<file path="config.mk">
export PLATFORM = sky130hd
export DESIGN_NAME = dac_stream_play
export DESIGN_NICKNAME = d
export VERILOG_FILES = /design/src/rtl/dac_stream_play.sv
export SDC_FILE = /design/constraint.sdc
export NUM_CORES = 1
export LEC_CHECK = 0
export CAP_MARGIN = 20
export CELL_PAD_IN_SITES_DETAIL_PLACEMENT = 2
export CELL_PAD_IN_SITES_GLOBAL_PLACEMENT = 2
export CORE_ASPECT_RATIO = 0.7
export CORE_MARGIN = 2
export CORE_UTILIZATION = 50
export CTS_BUF_LIST = sky130_fd_sc_hd__clkbuf_8
export CTS_CLUSTER_DIAMETER = 200
export DETAILED_ROUTE_END_ITERATION = 10
export PLACE_DENSITY = 0.86
export SLEW_MARGIN = 20
export SYNTH_ARGS = -nofsm -noshare
export SYNTH_HDL_FRONTEND = slang
export SYNTH_SLANG_ARGS = --single-unit
</file>
<file path="constraint.sdc">
create_clock -name dac_clk -period 7.4 [get_ports dac_clk]
set_clock_uncertainty 0.15 [all_clocks]
set_input_delay 1.48 -clock dac_clk [delete_from_list [all_inputs] [get_ports dac_clk]]
set_output_delay 1.48 -clock dac_clk [all_outputs]
set_load 0.02 [all_outputs]
</file>
<file path="src/rtl/dac_stream_play.sv">
// dac_stream_play: AXI-Stream sample playback into a 16-bit serial DAC.
// Samples from DMA MM2S are buffered in a synchronous FIFO, then shifted out MSB first
// in 34-cycle frames, one frame every max(rate_div, 34) clocks.
// Optional build macro DAC_OFFSET_BINARY_EN: invert each sample MSB before shifting
// (two's complement to offset binary). Undefined: samples are shifted unmodified.
module dac_stream_play #(
  parameter int unsigned FIFO_AW     = 6,
  parameter int unsigned PRIME_LEVEL = 32
) (
  input  logic               dac_clk,
  input  logic               dac_rst,
  output logic               dac_CS_n,
  output logic               dac_SCK,
  output logic               dac_SDI,
  input  logic [31:0]        play_len,
  input  logic [15:0]        rate_div,
  input  logic               play_start,
  input  logic               play_abort,
  output logic               play_busy,
  output logic               play_done,
  output logic               underrun,
  output logic [FIFO_AW:0]   fifo_level,
  input  logic [15:0]        DMA_AXIS_tdata,
  input  logic [1:0]         DMA_AXIS_tkeep,
  input  logic               DMA_AXIS_tlast,
  input  logic               DMA_AXIS_tvalid,
  output logic               DMA_AXIS_tready
);

  localparam int unsigned Depth      = 2 ** FIFO_AW;
  localparam int unsigned PrimeClamp = (PRIME_LEVEL > Depth) ? Depth : PRIME_LEVEL;
  localparam logic [31:0] PrimeThr   = 32'(PrimeClamp);
  localparam logic [15:0] MinRate    = 16'd34;
  localparam logic [5:0]  FrameLast  = 6'd33;
  localparam logic [FIFO_AW-1:0] PtrOne = {{(FIFO_AW-1){1'b0}}, 1'b1};
  localparam logic [FIFO_AW:0]   CntOne = {{FIFO_AW{1'b0}}, 1'b1};

`ifdef DAC_OFFSET_BINARY_EN
  localparam logic [15:0] WordMask = 16'h8000;
`else
  localparam logic [15:0] WordMask = 16'h0000;
`endif

  typedef enum logic [1:0] {StIdle, StPrime, StPlay, StDone} state_e;

  state_e r_state, w_state_nxt;

  // FIFO storage and pointers
  logic [15:0]        r_mem [Depth];
  logic [FIFO_AW-1:0] r_wr_ptr, r_rd_ptr;
  logic [FIFO_AW:0]   r_count;

  // Run control
  logic [31:0] r_len, r_cnt, r_per;
  logic [15:0] r_rate, r_prev;
  logic        r_underrun, r_zero_done;

  // DAC frame shifter
  logic        r_active;
  logic [5:0]  r_k;
  logic [15:0] r_sh;

  logic        w_full, w_empty, w_push, w_pop, w_launch;
  logic        w_prime_ok, w_period_end, w_frame_last;
  logic [15:0] w_rate_eff, w_fifo_word, w_word;
  logic [31:0] w_level32, w_prime_thr;
  logic        w_unused;

  // tkeep/tlast carry no information for this path.
  assign w_unused = ^{DMA_AXIS_tkeep, DMA_AXIS_tlast};

  // Count can reach Depth exactly, so its MSB alone flags full.
  assign w_full          = r_count[FIFO_AW];
  assign w_empty         = (r_count == '0);
  assign DMA_AXIS_tready = ~w_full & ~dac_rst;
  assign w_push          = DMA_AXIS_tvalid & DMA_AXIS_tready;
  assign w_pop           = w_launch & ~w_empty;

  assign w_rate_eff   = (rate_div < MinRate) ? MinRate : rate_div;
  assign w_level32    = {{(31 - FIFO_AW){1'b0}}, r_count};
  assign w_prime_thr  = (r_len < PrimeThr) ? r_len : PrimeThr;
  assign w_prime_ok   = (w_level32 >= w_prime_thr);
  assign w_period_end = (r_per == ({16'd0, r_rate} - 32'd1));
  assign w_frame_last = r_active && (r_k == FrameLast);

  // An empty FIFO at frame start repeats the previous word of this run.
  assign w_fifo_word = r_mem[r_rd_ptr];
  assign w_word      = w_empty ? r_prev : w_fifo_word;

  // Next-state logic; w_launch marks the cycle before a frame's k=0.
  always_comb begin
    w_state_nxt = r_state;
    w_launch    = 1'b0;
    unique case (r_state)
      StIdle: begin
        if (play_start && (play_len != 32'd0)) w_state_nxt = StPrime;
      end
      StPrime: begin
        if (w_prime_ok) begin
          w_state_nxt = StPlay;
          w_launch    = 1'b1;
        end
      end
      StPlay: begin
        if (w_period_end && (r_cnt != r_len)) w_launch = 1'b1;
        if (w_frame_last && (r_cnt == r_len)) w_state_nxt = StDone;
      end
      StDone: w_state_nxt = StIdle;
      default: w_state_nxt = StIdle;
    endcase
    if (play_abort) begin
      w_state_nxt = StIdle;
      w_launch    = 1'b0;
    end
  end

  // State register.
  always_ff @(posedge dac_clk) begin
    if (dac_rst) r_state <= StIdle;
    else         r_state <= w_state_nxt;
  end

  // FIFO data array; flushing only moves pointers, contents are don't-care.
  always_ff @(posedge dac_clk) begin
    if (w_push) r_mem[r_wr_ptr] <= DMA_AXIS_tdata;
  end

  // FIFO pointers and occupancy; abort flushes.
  always_ff @(posedge dac_clk) begin
    if (dac_rst || play_abort) begin
      r_wr_ptr <= '0;
      r_rd_ptr <= '0;
      r_count  <= '0;
    end else begin
      if (w_push) r_wr_ptr <= r_wr_ptr + PtrOne;
      if (w_pop)  r_rd_ptr <= r_rd_ptr + PtrOne;
      case ({w_push, w_pop})
        2'b10:   r_count <= r_count + CntOne;
        2'b01:   r_count <= r_count - CntOne;
        default: r_count <= r_count;
      endcase
    end
  end

  // Run parameters, sample/period counters and underrun flag.
  always_ff @(posedge dac_clk) begin
    if (dac_rst) begin
      r_len       <= '0;
      r_rate      <= MinRate;
      r_cnt       <= '0;
      r_per       <= '0;
      r_prev      <= '0;
      r_underrun  <= 1'b0;
      r_zero_done <= 1'b0;
    end else begin
      r_zero_done <= 1'b0;
      if (!play_abort) begin
        if ((r_state == StIdle) && play_start) begin
          r_len       <= play_len;
          r_rate      <= w_rate_eff;
          r_cnt       <= '0;
          r_prev      <= '0;
          r_underrun  <= 1'b0;
          r_zero_done <= (play_len == 32'd0);
        end
        if (w_launch) begin
          r_cnt <= r_cnt + 32'd1;
          r_per <= '0;
          if (w_empty) r_underrun <= 1'b1;
          else         r_prev     <= w_fifo_word;
        end else if (r_state == StPlay) begin
          r_per <= r_per + 32'd1;
        end
      end
    end
  end

  // Frame sequencer: k counts 0..33, data shifts on each SCK falling edge.
  always_ff @(posedge dac_clk) begin
    if (dac_rst || play_abort) begin
      r_active <= 1'b0;
      r_k      <= '0;
      r_sh     <= '0;
    end else if (w_launch) begin
      r_active <= 1'b1;
      r_k      <= '0;
      r_sh     <= w_word ^ WordMask;
    end else if (r_active) begin
      if (r_k == FrameLast) begin
        r_active <= 1'b0;
        r_sh     <= '0;
      end else begin
        r_k <= r_k + 6'd1;
        if (r_k[0] && (r_k <= 6'd31)) r_sh <= {r_sh[14:0], 1'b0};
      end
    end
  end

  // Abort forces the DAC lines idle in the same cycle.
  assign dac_CS_n   = ~r_active | (r_k == FrameLast) | play_abort;
  assign dac_SCK    = r_active & r_k[0] & (r_k <= 6'd31) & ~play_abort;
  assign dac_SDI    = r_active & r_sh[15];
  assign play_busy  = (r_state != StIdle);
  assign play_done  = (r_state == StDone) | r_zero_done;
  assign underrun   = r_underrun;
  assign fifo_level = r_count;

endmodule

</file>
After elaboration in Yosys (flattened, before gate mapping)
Memory sizes are Yosys's and may differ from the RTL's. A register that Yosys moved wholly into a read port is not among the register bits.
Cells that the tools add are included.
Widths: inputs -> output; s select.
{ "totals": {"ff_bits": 174, "input_bits": 72, "n_memories": 1, "out_inout_bits": 14, "ram_bits": 1024, "wordCells": 115} }
{ "memory_table": {"columns": ["memory", "words", "width", "rd", "rd_ports_with_merged_regs", "write_ports", "line", "text"], "rows": [
  ["r_mem", 64, 16, 1, 1, 1, "49", "logic [15:0] r_mem [Depth];"]
]} }
{ "classes": {"n_lt_le_gt_ge": 4, "n_eq_ne": 12, "reduce_logical": 26, "n_addsub": 8, "bitwise_logic": 17, "muxes": 33} }
{ "op_table": {"columns": ["op", "n"], "rows": [
  ["$mux 32", 5],
  ["$mux 16", 9],
  ["$add 32x1->32 const B", 2],
  ["$eq 32x32->1", 2],
  ["$ge 7x32->1", 1],
  ["$logic_not 32->1", 1],
  ["$lt 32x6->1 const B", 1],
  ["$ne 32x32->1", 1],
  ["$reduce_bool 32->1", 1],
  ["$add 6x1->6 const B", 3],
  ["$sub 16x1->17 const B", 1],
  ["$lt 16x6->1 const B", 1],
  ["$pmux 7 s2", 1],
  ["$mux 6", 2],
  ["$mux 1", 11],
  ["$reduce_and 2->1", 5],
  ["$reduce_bool 2->1", 5],
  ["$pmux 2 s4", 1],
  ["$add 7x1->7 const B", 1],
  ["$and 1x1->1", 7],
  ["$logic_not 7->1", 1],
  ["$not 1->1", 7],
  ["$sub 7x1->7 const B", 1],
  ["$eq 2x2->1 const B", 3],
  ["14 further kinds", 27]
]} }

Depth between registers and ports, before layout
Gate-level depths: netlist of the first run.
{ "depth": {"ltp_word": 9, "depth_mapped": 26, "depth_no_buf": 22} }

Least setup slack after synthesis of the first run
OpenSTA, ideal clock, no wires.
{ "synth_path": {"path_type": "input to register", "startpoint": "in play_abort", "endpoint": "reg r_count[6] (netlist: fifo_level[6])", "setup_slack_ns": 1.695, "required_time_ns": 7.124, "setup_ns": 0.126, "arrival_ns": 5.430, "path_stages": 22, "n_path_buf": 5, "cell_sequence": "nor2b_1 clkbuf_1 nand4_1 or4b_1 nor4_1 and4b_4 a21oi_1 buf_2 nor2_1 buf_2 ha_1 clkbuf_1 clkbuf_1 xor2_1 ha_1 nor3_1 nor2_1 nand3_1 o2111ai_1 a21o_1 a31oi_1 nor3b_1"} }
{ "synth_between": {"elab_chain_cells": 4, "word_cells_on_any_way": 7, "classes_between": "2 x eq/ne; 2 x mux; 1 x bitwise; 2 x reduce/logical"} }
{ "synth_rtl": {"columns": ["element", "line", "text"], "rows": [
  ["from (decl)", "18", "input logic play_abort,"],
  ["$mux 1 *", "111", "if (play_abort) begin"],
  ["$and 1x1->1 *", "77", "assign w_pop = w_launch & ~w_empty;"],
  ["named net w_pop", "63", "logic w_full, w_empty, w_push, w_pop, w_launch;"],
  ["$eq 2x1->1 / $eq 2x2->1 (equally long branches)", "137", "case ({w_push, w_pop})"],
  ["$pmux 7 s2 / $reduce_bool 2->1 (equally long branches)", null, null],
  ["to (signal assigned)", "138", "2'b10: r_count <= r_count + CntOne;"],
  ["to (signal assigned)", "139", "2'b01: r_count <= r_count - CntOne;"],
  ["to (signal assigned)", "140", "default: r_count <= r_count;"],
  ["to (decl)", "51", "logic [FIFO_AW:0] r_count;"]
]} }
Mark *: on every way through the listed nets, which the timed path passes. The rest lies on a longest branch.
A chain may end at the register's enable or synchronous reset.

Final worst setup path of the first run
{ "layout_path": {"startpoint": "reg r_len[24]", "endpoint": "reg r_count[6] (netlist: fifo_level[6])"} }
{ "layout_between": {"elab_chain_cells": 9, "word_cells_on_any_way": 14, "classes_between": "2 x order compare; 3 x eq/ne; 6 x mux; 1 x bitwise; 2 x reduce/logical"} }
{ "layout_rtl": {"columns": ["element", "line", "text"], "rows": [
  ["from (decl)", "54", "logic [31:0] r_len, r_cnt, r_per;"],
  ["from (signal assigned)", "159", "r_len <= play_len;"],
  ["$lt 32x6->1", "81", "assign w_prime_thr = (r_len < PrimeThr) ? r_len : PrimeThr;"],
  ["$mux 32", "81", null],
  ["$ge 7x32->1", "82", "assign w_prime_ok = (w_level32 >= w_prime_thr);"],
  ["$mux 1", "99", "if (w_prime_ok) begin"],
  ["$pmux 1 s2 *", "94", "unique case (r_state)"],
  ["$mux 1 *", "111", null],
  ["$and 1x1->1 *", "77", null],
  ["$eq 2x1->1 / $eq 2x2->1 (equally long branches)", "137", null],
  ["$pmux 7 s2 / $reduce_bool 2->1 (equally long branches)", null, null]
]} }
Mark *: on every way between the ends. The rest lies on a longest branch, timed or not.

==> impl_metrics.csv, run 1 <==
group,metric,value,unit
status,status,"finished, final reports clean",
power_and_ir_drop,ir_drop,231,uV
clocking,cts_resized,0,
clocking,post-cts-setup-buffer-count,0,
yosys,syn_area_per_cell,17.9,um^2
routing,wirelength,182,mm
placed_design,gp_congestion,0.849,
die,initial_core_util,50.4,%
die,core.rowCount,95,
yosys,yosysTopAreaCell,"edfxtp_1",
global_route,grt_pass1_vias,32257,
setup_path,crit_slowest_cell,"nor4_1",
yosys,synthMuxAreaShare,16.4,%
yosys,yosys.area_share.simple,6.00,%
clocking,path_clk_slew,70,ps
layout,multi_input_area,13400,um^2
yosys,ys_seq_elements,1204,
flow_run,maxCapViolCount,0,
layout,fill_cells,7970,
global_route,grt-ovfl-total,0,
yosys,synth_top_family_by_area,"multiplexers",
yosys,synth_warnings,0,
placed_design,io_buffers,82,
sta,timing.fmax,143,MHz
routing,wl_met2,90.4,mm
setup_path,slowest_delay,750,ps
sta,finalCritPeriodShare,94.6,%
yosys,async_reset_ff_share,0,%
die,boundaryPins,86,
clocking,cts_tree,"yes",
layout,final_cell_area,54200,um^2
setup_path,crit_chain,"nor4_1, nand4_1, nor2_1, nand2_1, ha_1, a21oi_1, nor2b_1, o211ai_1, a21oi_1, a21oi_4, nor2_1, ha_1, xor2_1, ha_1, nor3_1, nor2_1, nand3_1, o2111ai_1, a21o_1, a31oi_1, nor3b_1",
sta,report.final.slew_viol_count,0,
yosys,synth_area_leaders,"edfxtp_1, mux4_2, dfxtp_1",
clocking,clock_latency,910,ps
layout,drive_gt1_share,22.7,%
routing,first_pass_iters,6,
clocking,cts-root-buf,"clkbuf_8",
die,die_w,376,um
worst_hold_path,hold_path.class,"reg -> reg",
yosys,synth-edff-count,1024,
placed_design,place_area,50800,um^2
routing,wl_per_cell,42.4,um
routing,top_layer,"met5",
layout,areaGrowthSynthToFinish,12.0,%
routing,wl_met3,15.7,mm
sta,worst_pin_slew,1140,ps
routing,drtIter0Drc,4430,
setup_path,crit_path_end_kind,"register",
setup_path,cpLargestDelayFamily,"simple AND/OR/NAND/NOR gates",
global_route,grt_first_pass_wirelength,257,mm
placed_design,dp_hpwl,97.5,mm
yosys,syn_inst,2700,
sta,hold_viol,0,
setup_path,path_buf_inv,0,
setup_path,required,7980,ps
die,die_h,264,um
routing,vias,29944,
yosys,synth_fa_ha_area_share,0.543,%
yosys,ys_seq_area_share,71.0,%
routing,ant_nets,0,
clocking,clk_path_buf_depth,3,
yosys,ys_types,66,
yosys,synth_compound_area_share,2.81,%
yosys,synth_area,48400,um^2
sta,rsz0062_at_grt,"no",
global_route,antenna_found_initial,14,
die,die-area,99300,um^2
setup_path,path_class,"reg -> reg",
sta,timing.setup.tns,0,ps
global_route,grt_max_degree,129,
clocking,htreeDepth,4,
clocking,numCtsBuffers,180,
setup_path,arrival,7580,ps
sta,worst_slew_margin_rel,24.0,%
power_and_ir_drop,cellLeakagePower,16.8,nW
clocking,holdBufCountCts,0,
clocking,clock_sinks,1204,
routing,drt-met1-wl,65.6,mm
yosys,synthXorXnorAreaFrac,1.77,%
setup_path,critPathLaunchType,"register",
power_and_ir_drop,power-per-cell-area,242,nW/um^2
layout,nets,2987,
routing,drc,0,
yosys,synth_flop_cell,"edfxtp_1",
yosys,synth_nets,2793,
global_route,grt_usage,37.0,%
die,coreArea,95900,um^2
yosys,synth_top_area_share,63.6,%
routing,via_per_inst,6.98,
sta,setup_viol,0,
setup_path,cp_max_fo,17,
sta,min_period,7000,ps
layout,final-seq-area,34400,um^2
-- per-layer routing --
metal,vias to the layer above,GRT usage (%)
li1,11187,-
met1,16030,46.2
met2,2107,61.9
met3,610,7.61
met4,10,18.7
met5,-,0
-- worst min-delay path, cell delays in order (launching register included) --
cell and delay [ps]:
dfxtp_1 340, nand2_1 70, a21oi_1 60
-- stage by stage --
stage | cells | setup slack [ps] | util, % | hold WS, ps | total power (W)
floorplan | 2700 | 1690 | - | 305 | 0.00765
global placement | 3965 | 1160 | 52.9 | 298 | 0.00782
detailed placement | 3965 | 559 | 52.9 | 303 | 0.00788
CTS | 4274 | 837 | 56.2 | 359 | 0.0131
global route | 4287 | 362 | 56.5 | 388 | 0.0134
finish | 4289 | 401 | 56.5 | 365 | 0.0131
-- kinds of logic (layout without fill, tap and decap cells) --
group | Yosys count | after routing
XOR/XNOR | 98 | 98
adder cells (fa/ha/maj) | 21 | 21
AO/OA/AOI/OAI | 226 | 226
buffers and inverters | 178 | 499
other | 1 | 8
multiplexers | 373 | 373
flip-flops | 1204 | 1204
AND/OR/NAND/NOR | 599 | 599
-- synth_stat cells, drive strengths merged, types with 7 or more instances --
| cell type | instances |
|---|---|
| nor2b | 10 |
| dfxtp | 180 |
| nand3 | 60 |
| edfxtp | 1024 |
| mux2i | 37 |
| ha | 21 |
| and3 | 18 |
| buf | 60 |
| or3 | 15 |
| inv | 18 |
| nor4 | 34 |
| nand4 | 30 |
| nand2 | 140 |
| xnor2 | 54 |
| a21oi | 104 |
| and2 | 11 |
| nor2 | 206 |
| xor2 | 44 |
| nand2b | 7 |
| mux4 | 336 |
| a22oi | 21 |
| nor3 | 22 |
| clkbuf | 100 |
| o21ai | 52 |
| a211oi | 11 |
| nand3b | 19 |
-- where the power goes --
part	total, W	internal, W	switching, W
logic	0.000386	0.000104	0.000282
registers	0.00739	0.00736	0.0000284
clock network	0.00533	0.00241	0.00292
total	0.0131	0.00988	0.00323
-- state kept, by name, indices dropped and copies added, names as in the netlist, named ones only --
signal and cells:
r_mem 1024, r_cnt 32, r_len 32, r_per 32, r_prev 16, r_rate 16
r_sh 16, fifo_level 7, r_k 6, r_rd_ptr 6, r_wr_ptr 6, r_state 2
r_active 1, r_zero_done 1, underrun 1
-- path summary, 6_finish.rpt --
path                          start                          to  slack, ps  depth (start not counted)
max          r_len[24]$_SDFFE_PP0P_  fifo_level[6]$_SDFFE_PP0P_        400                         21
min          r_len[16]$_SDFFE_PP0P_      r_len[16]$_SDFFE_PP0P_        360                          2
max reg2reg  r_len[24]$_SDFFE_PP0P_  fifo_level[6]$_SDFFE_PP0P_        400                         21
min reg2reg  r_len[16]$_SDFFE_PP0P_      r_len[16]$_SDFFE_PP0P_        360                          2
-- layout by cell type (no fill, tap or decap), drive strengths merged, types with 3 or more instances in the layout --
| cell type | instances |
|---|---|
| a211oi | 11 |
| a21o | 3 |
| a21oi | 104 |
| a221oi | 4 |
| a22oi | 21 |
| a31oi | 6 |
| a41oi | 5 |
| and2 | 11 |
| and3 | 18 |
| and4 | 6 |
| buf | 107 |
| clkbuf | 196 |
| clkdlybuf4s50 | 65 |
| clkinv | 38 |
| clkinvlp | 4 |
| dfxtp | 180 |
| diode | 7 |
| edfxtp | 1024 |
| ha | 21 |
| inv | 89 |
| mux2i | 37 |
| mux4 | 336 |
| nand2 | 140 |
| nand2b | 7 |
| nand3 | 60 |
| nand3b | 19 |
| nand4 | 30 |
| nor2 | 206 |
| nor2b | 10 |
| nor3 | 22 |
| nor4 | 34 |
| o211ai | 5 |
| o21ai | 52 |
| or2 | 5 |
| or3 | 15 |
| or4 | 3 |
| or4b | 3 |
| xnor2 | 54 |
| xor2 | 44 |
-- final cells by class --
cell class	count	share of cell area [%]
Clock inverter	113	0.838
Clock buffer	196	4.98
Antenna cell	7	0.0323
Sequential cell	1204	63.4
Multi-Input combinational cell	1318	24.7
Timing Repair Buffer	172	3.04
Inverter	18	0.125
Tap cell	1261	2.91
(Power assumes the default switching activity.)
==> run 2: changes to the inputs <==
--- a/config.mk
+++ b/config.mk
@@ -5,6 +5,7 @@
 export SDC_FILE = /design/constraint.sdc
 export NUM_CORES = 1
 export LEC_CHECK = 0
+export ABC_AREA = 0
 export CAP_MARGIN = 20
 export CELL_PAD_IN_SITES_DETAIL_PLACEMENT = 2
 export CELL_PAD_IN_SITES_GLOBAL_PLACEMENT = 2
==> results of run 2 <==
No change in the layout: final DEF, timing and power equal those of run 1.
